### src/rtl/bcd_countdown_timer.sv
// bcd_countdown_timer
//   Cascaded BCD countdown timer. NUM_FIELDS two-digit BCD fields, field 0
//   least significant, count down by one on each tick while running. It has
//   a run/pause/expire state machine, clamps load data to legal BCD, and
//   emits a one-cycle pulse when the count expires.
//
// Optional feature (macro BCD_TIMER_AUTO_RELOAD_EN):
//   When defined, expiry reloads the last preset value and stays in RUN.
//   If that preset is zero, the timer goes to EXPIRED as usual.
//
// Ports:
//   clk      in   system clock, rising edge
//   clear    in   synchronous active-high reset, highest priority
//   load     in   preset the count from data; forces IDLE
//   data     in   BCD preset, {tens,units} per field, field 0 in [7:0]
//   start    in   IDLE/PAUSED -> RUN when count is non-zero
//   pause    in   RUN -> PAUSED
//   tick     in   one-cycle count enable
//   out      out  current BCD count, same layout as data
//   zero     out  count is all zeros
//   tc       out  one-cycle pulse on the expiry decrement
//   running  out  state == RUN
//   state    out  IDLE=0, RUN=1, PAUSED=2, EXPIRED=3
//
// state   | meaning
// --------+----------------------------------------------
// IDLE    | count held, waiting for start
// RUN     | count decrements on tick
// PAUSED  | count held, start resumes
// EXPIRED | count reached zero, held until load or clear
module bcd_countdown_timer #(
  parameter int NUM_FIELDS = 2,
  parameter int FIELD_MOD  = 60,
  parameter int TOP_MOD    = 100
) (
  input  logic                    clk,
  input  logic                    clear,
  input  logic                    load,
  input  logic [8*NUM_FIELDS-1:0] data,
  input  logic                    start,
  input  logic                    pause,
  input  logic                    tick,
  output logic [8*NUM_FIELDS-1:0] out,
  output logic                    zero,
  output logic                    tc,
  output logic                    running,
  output logic [1:0]              state
);

  localparam int W = 8 * NUM_FIELDS;

  typedef enum logic [1:0] {
    IDLE    = 2'd0,
    RUN     = 2'd1,
    PAUSED  = 2'd2,
    EXPIRED = 2'd3
  } state_t;

  state_t         state_q, state_nxt;
  logic [W-1:0]   cnt_q, cnt_nxt;
  logic           tc_nxt;
  logic           expire_hit;
`ifdef BCD_TIMER_AUTO_RELOAD_EN
  logic [W-1:0]   preset_q, preset_nxt;
`endif

  // Largest legal tens digit of a field.
  function automatic logic [3:0] tens_max(input int f);
    return 4'(((f == NUM_FIELDS - 1) ? TOP_MOD : FIELD_MOD) / 10 - 1);
  endfunction

  function automatic logic [W-1:0] clamp(input logic [W-1:0] d);
    logic [W-1:0] r;
    logic [3:0]   u, t, tm;
    r = '0;
    for (int f = 0; f < NUM_FIELDS; f++) begin
      u  = d[8*f +: 4];
      t  = d[8*f+4 +: 4];
      tm = tens_max(f);
      r[8*f +: 4]   = (u > 4'd9) ? 4'd9 : u;
      r[8*f+4 +: 4] = (t > tm) ? tm : t;
    end
    return r;
  endfunction

  // Borrow ripples upward; never leaves the top field because the count
  // expires at 1 instead of decrementing to 0 and below.
  function automatic logic [W-1:0] dec(input logic [W-1:0] c);
    logic [W-1:0] r;
    logic         borrow;
    logic [3:0]   u, t;
    r      = c;
    borrow = 1'b1;
    for (int f = 0; f < NUM_FIELDS; f++) begin
      u = c[8*f +: 4];
      t = c[8*f+4 +: 4];
      if (borrow) begin
        if (u != 4'd0) begin
          r[8*f +: 4] = u - 4'd1;
          borrow      = 1'b0;
        end else begin
          r[8*f +: 4] = 4'd9;
          if (t != 4'd0) begin
            r[8*f+4 +: 4] = t - 4'd1;
            borrow        = 1'b0;
          end else begin
            r[8*f+4 +: 4] = tens_max(f);
          end
        end
      end
    end
    return r;
  endfunction

  assign expire_hit = (cnt_q == {{(W-1){1'b0}}, 1'b1});

  // State register and registered outputs
  always_ff @(posedge clk) begin
    if (clear) begin
      state_q <= IDLE;
      cnt_q   <= '0;
      zero    <= 1'b1;
      tc      <= 1'b0;
      running <= 1'b0;
`ifdef BCD_TIMER_AUTO_RELOAD_EN
      preset_q <= '0;
`endif
    end else begin
      state_q <= state_nxt;
      cnt_q   <= cnt_nxt;
      zero    <= (cnt_nxt == '0);
      tc      <= tc_nxt;
      running <= (state_nxt == RUN);
`ifdef BCD_TIMER_AUTO_RELOAD_EN
      preset_q <= preset_nxt;
`endif
    end
  end

  // Next-state logic
  always_comb begin
    state_nxt = state_q;
    if (load) begin
      state_nxt = IDLE;
    end else begin
      case (state_q)
        IDLE, PAUSED: if (start && !zero) state_nxt = RUN;
        RUN: begin
          if (pause) begin
            state_nxt = PAUSED;
          end else if (tick && expire_hit) begin
`ifdef BCD_TIMER_AUTO_RELOAD_EN
            if (preset_q == '0) state_nxt = EXPIRED;
`else
            state_nxt = EXPIRED;
`endif
          end
        end
        default: state_nxt = state_q;
      endcase
    end
  end

  // Count / pulse logic
  always_comb begin
    cnt_nxt = cnt_q;
    tc_nxt  = 1'b0;
`ifdef BCD_TIMER_AUTO_RELOAD_EN
    preset_nxt = preset_q;
`endif
    if (load) begin
      cnt_nxt = clamp(data);
`ifdef BCD_TIMER_AUTO_RELOAD_EN
      preset_nxt = clamp(data);
`endif
    end else if (state_q == RUN && !pause && tick) begin
      if (expire_hit) begin
        tc_nxt = 1'b1;
`ifdef BCD_TIMER_AUTO_RELOAD_EN
        cnt_nxt = preset_q;
`else
        cnt_nxt = '0;
`endif
      end else begin
        cnt_nxt = dec(cnt_q);
      end
    end
  end

  assign out   = cnt_q;
  assign state = state_q;

endmodule
### config.mk
export PLATFORM = sky130hd
export DESIGN_NAME = bcd_countdown_timer
export DESIGN_NICKNAME = d
export VERILOG_FILES = /design/src/rtl/bcd_countdown_timer.sv
export SDC_FILE = /design/constraint.sdc
export NUM_CORES = 1
export LEC_CHECK = 0
export CAP_MARGIN = 5
export CELL_PAD_IN_SITES_DETAIL_PLACEMENT = 2
export CELL_PAD_IN_SITES_GLOBAL_PLACEMENT = 2
export CORE_ASPECT_RATIO = 0.7
export CORE_UTILIZATION = 31
export DETAILED_ROUTE_END_ITERATION = 8
export DONT_BUFFER_PORTS = 1
export PLACE_DENSITY = 0.77
export SLEW_MARGIN = 20
export SYNTH_ARGS = -nofsm -noshare
export SYNTH_HDL_FRONTEND = slang
export SYNTH_SLANG_ARGS = --single-unit
### constraint.sdc
create_clock -name clk -period 2.5 [get_ports clk]
set_clock_uncertainty 0.1 [all_clocks]
set_input_delay 0.375 -clock clk [delete_from_list [all_inputs] [get_ports clk]]
set_output_delay 0.375 -clock clk [all_outputs]
set_load 0.1 [all_outputs]
Word level (Yosys, flattened, before mapping) --
Index checks and enable logic that the tools add are counted. W data, S select, Z words.
Operators by class: add/subtract/negate cells 4, order comparisons 4, equality and inequality tests 4, muxes and demuxes 25, bitwise logic cells 1, reductions and logical operators 14
Operators with widths (number):
- $mux W16 | 3
- $mux W4 | 10
- $eq A16 B1 Y1 const B | 1
- $logic_not A16 Y1 | 1
- $reduce_bool A4 Y1 | 4
- $sub A4 B1 Y4 const B | 4
- $gt A4 B4 Y1 const B | 3
- $mux W2 | 4
- $mux W8 | 1
- $mux W1 | 6
- $eq A2 B1 Y1 const B | 2
- $gt A4 B3 Y1 const B | 1
- $logic_and A1 B1 Y1 | 4
- $pmux W2 S2 | 1
- $reduce_or A3 Y1 | 1
- $eq A2 B2 Y1 const B | 1
- $logic_not A1 Y1 | 2
- $logic_not A2 Y1 | 1
- $reduce_or A2 Y1 | 1
- $not A1 Y1 | 1
Storage, ports and cells: register bits after elaboration 21, input port bits 22, output and inout port bits 21, logic and storage cells 57

Logic depth before layout (Yosys ltp) --
word-level depth 11, depth in mapped cells 9, depth with buffers taken out 9

Worst setup path after synthesis --
OpenSTA, ideal clock, no wires.
path kind register to register, start point reg state_q[0], in the netlist state[0], end point reg zero, library setup time 116 ps, arrival time 2749 ps, required time 2284 ps, setup slack -465 ps, stages on the path, launching flop included 9, path buffers 1, clock period less this slack 2965 ps, path through dfxtp_1 and4bb_2 buf_2 nand2_1 or4_4 nor3_2 a21oi_1 a22o_1 a41o_1
Between the ends: longest elaborated chain between the ends 6
Ends and longest elaborated chain:
- start: declaration | RTL line 59 | state_t state_q, state_nxt;
- start signal: assignment | RTL line 129 | state_q <= state_nxt;
- $eq A2 B1 Y1 | RTL line 176 | end else if (state_q == RUN && !pause && tick) begin
- $logic_and A1 B1 Y1 (2 in a row) | RTL line 176
- $mux W16 | RTL line 176
- $mux W16 | RTL line 171 | if (load) begin
- $logic_not A16 Y1 | RTL line 131 | zero <= (cnt_nxt == '0);
- end signal: assignment | RTL line 131
- end: declaration | RTL line 44 | output logic zero,
Every way passes these cells. A chain may end at the register's enable or synchronous reset.

Worst setup path after layout --
start point reg cnt_q[8], in the netlist out[8], end point reg zero
Between the ends: longest elaborated chain between the ends 7, elaborated cells on any way between the ends 10, those cells by class add/sub (1); eq/ne (1); mux (6); reduce/logical (2)
Ends and longest elaborated chain:
- start: declaration | RTL line 60 | logic [W-1:0] cnt_q, cnt_nxt;
- start signal: assignment | RTL line 130 | cnt_q <= cnt_nxt;
- $sub A4 B1 Y4 or $reduce_bool A4 Y1 (tied branches) | RTL line 99, 98
- $mux W4 | RTL line 98 | if (u != 4'd0) begin
- $mux W8 | RTL line 97 | if (borrow) begin
- $mux W16 | RTL line 177 | if (expire_hit) begin
- $mux W16 * | RTL line 176
- $mux W16 * | RTL line 171
- $logic_not A16 Y1 * | RTL line 131
Mark *: on every way between the ends. The rest lies on a longest branch, timed or not.

==> flow_summary.json <==
{
  "drcViolationCount": 0,
  "arrival_ps": 2610,
  "fp.dieW_um": 82.1,
  "wl_per_cell_um": 24.8,
  "num_rows": 19,
  "clk_path_buf_depth": 2,
  "period_minus_slack_ps": 2530,
  "cts.clk_slew.worst_paths_ps": 100,
  "fp.dieH_um": 58.1,
  "grt_overflow_total": 0,
  "synth_compound_area_share_pct": 23.7,
  "slew_violations": 0,
  "syn_area_sq_mm": 0.00139,
  "finalSetupViolCount": 1,
  "layout-drive-gt1-share_pct": 41.3,
  "synth_xor_area_share_pct": 3.14,
  "synthAdderAreaFrac_pct": 2.70,
  "area_delta_synth_final_pct": 33.6,
  "clock-sinks": 21,
  "synth-simple-area-share_pct": 33.4,
  "synth_cell_types": 53,
  "power_density_mw_per_mm2": 518,
  "synth_seq_cells": 21,
  "track_usage_pct": 30.0,
  "dr.pass1.iters": 4,
  "grt_start_max_net_pins": 27,
  "core_area_sq_mm": 0.00411,
  "period_share_pct": 101,
  "hpwl_um": 4600,
  "maxCapViolCount": 0,
  "ios": 43,
  "crit_type": "flip-flop to flip-flop",
  "async_flop_share_pct": 0,
  "hold_viol": 0,
  "power_uw": 964,
  "crit_required_ps": 2580,
  "p_leak_uw": 0.000736,
  "drt_iter0_markers": 75,
  "clock_latency_ps": 270,
  "antenna_cells": 0,
  "syn_avg_cell_area_sq_um": 7.82,
  "port_buffers": 0,
  "start_util_pct": 33.9,
  "synthMuxAreaShare_pct": 1.53,
  "worstHoldPathType": "input port to flip-flop",
  "cts_hold_buf": 0,
  "vias": 1577,
  "synth_top_family_by_area": "simple AND/OR/NAND/NOR gates",
  "worst_pin_slew_ps": 396,
  "rsz0062_at_grt": "yes",
  "violations": "setup timing",
  "cts_max_level": 1,
  "routed_wl_um": 6460,
  "yosysSeqAreaShare_pct": 30.2,
  "cts_made_buffers": 3,
  "yosysWarnings": 0,
  "dominantRegCellSynth": "dfxtp_1",
  "cts_tree": "built",
  "root_buffer": "clkbuf_8",
  "die_area_sq_mm": 0.00477,
  "vdd_drop_max_mv": 0.231,
  "path_max_fanout": 6,
  "netlist_instances": 178,
  "grt_pass1_wl_um": 10400,
  "antenna_found_initial": 0,
  "fin_util_pct": 45.2,
  "pre_cts_ws_ps": -154,
  "outcome": "finished, violations left",
  "slew_headroom_pct": 73.3,
  "synth_edf_count": 0,
  "cp-end-kind": "flip-flop",
  "syn_nets": 203,
  "globalplace.congestion": 0.880,
  "grt_pass1_vias": 1812,
  "nNetsFinal": 234,
  "max_clock_freq_mhz": 395,
  "setup_ws_ps": -32.0,
  "startpoint_type": "flip-flop",
  "ant_nets": 0,
  "vias_per_cell": 6.07
}
-- cells in the mapped netlist (3+ instances only) --
| cell type | instances | area, sq um |
|---|---|---|
| and2_1 | 3 | 18.8 |
| a21oi_1 | 10 | 50.1 |
| nand4_1 | 3 | 18.8 |
| nor3_1 | 5 | 25.0 |
| nor2_1 | 25 | 93.8 |
| xnor2_1 | 3 | 26.3 |
| inv_1 | 11 | 41.3 |
| dfxtp_1 | 21 | 420 |
| or4_4 | 3 | 33.8 |
| ha_1 | 3 | 37.5 |
| nand2_1 | 11 | 41.3 |
| o31ai_1 | 3 | 22.5 |
| nor4_1 | 4 | 25.0 |
| nand3_1 | 5 | 25.0 |
| clkbuf_1 | 5 | 18.8 |
| o21ai_0 | 10 | 50.1 |
| a211oi_1 | 6 | 45.0 |
| nor2b_1 | 3 | 18.8 |
-- critical path, stage by stage, from the launching register on --
cell and delay (ps):
dfxtp_4 380, or4_4 570, or3_4 430, nor3_2 260, xnor2_2 180, o211ai_1 160, o21a_2 160, a41o_1 190
-- metrics by stage --
step                      instance area (sq um)  hold WS, ps  std cells  setup TNS [ps]
after floorplan                            1430          345        178               0
after global placement                     1660          341        249           -51.8
after detailed placement                   1660          345        249            -154
after CTS                                  1850         50.2        259               0
after global routing                       1860         44.3        260            -138
final                                      1860         52.2        260           -32.0
-- sequential cells by signal, indices dropped and copies added, names as in the netlist --
| signal | flops |
|---|---|
| out | 16 |
| state | 2 |
| running | 1 |
| tc | 1 |
| zero | 1 |
-- repair_timing --
item,4_1_cts,5_1_grt
endpoints found under the setup margin,1,1
resized for setup,20,3
pin swaps,10,1
buffers inserted,6,1
-- path summary, 6_finish.rpt --
kind | endpoint | cells past startpoint | from | slack [ps]
worst max-delay path | zero$_SDFF_PP1_ | 7 | out[8]$_SDFF_PP0_ | -30
worst min-delay path | out[9]$_SDFF_PP0_ | 1 | clear | 50
worst max register to register | zero$_SDFF_PP1_ | 7 | out[8]$_SDFF_PP0_ | -30
worst min register to register | out[7]$_SDFF_PP0_ | 2 | out[7]$_SDFF_PP0_ | 440
-- cells in the final DEF (no fill, tap or decap), drive strengths merged, types with 2 or more instances in the layout --
master | Yosys | routed
buf | 2 | 33
nor2 | 26 | 26
dfxtp | 21 | 21
nand2 | 11 | 11
inv | 11 | 11
a21oi | 10 | 10
o21ai | 10 | 10
nor3 | 7 | 7
a211oi | 6 | 6
nand3 | 5 | 5
nor4 | 5 | 5
or4 | 4 | 4
nand4 | 3 | 3
o31ai | 3 | 3
clkbuf | 5 | 3
nor2b | 3 | 3
and2 | 3 | 3
o21a | 3 | 3
xnor2 | 3 | 3
nor3b | 3 | 3
ha | 3 | 3
a31oi | 2 | 2
xor2 | 2 | 2
a22o | 2 | 2
or3b | 2 | 2
or3 | 2 | 2
o41ai | 2 | 2
-- routing by layer --
layer  part of all wire (%)  wire [um]  up-vias  track usage (%)
li1                       -          -      711                -
met1                     44       2870      788             39.4
met2                     46       2970       62             48.6
met3                    6.8        436       16             6.30
met4                    2.8        182        0             10.3
met5                      0          0        -                0
-- layout make-up --
class | count | area (sq um)
Multi-Input combinational cell | 138 | 1000
Inverter | 12 | 47.5
Timing Repair Buffer | 33 | 248
Fill cell | 463 | 2250
Tap cell | 52 | 65.1
Clock inverter | 1 | 7.51
Clock buffer | 3 | 41.3
Sequential cell | 21 | 452
-- where the power goes --
group	internal (uW)	switching (uW)	leakage, uW	total (uW)
Clock	113	140	0.0000217	254
Combinational	100	239	0.000535	339
Sequential	351	19.7	0.000180	371
Total	564	399	0.000736	964
-- cell families (layout without fill, tap and decap cells) --
logic type,Yosys count,after routing
AO/OA/AOI/OAI,49,49
XOR/XNOR,5,5
adder cells (fa/ha/maj),3,3
buffers and inverters,19,49
flip-flops,21,21
multiplexers,2,2
AND/OR/NAND/NOR,79,79
Note: power is estimated with default switching activity, not from simulation.
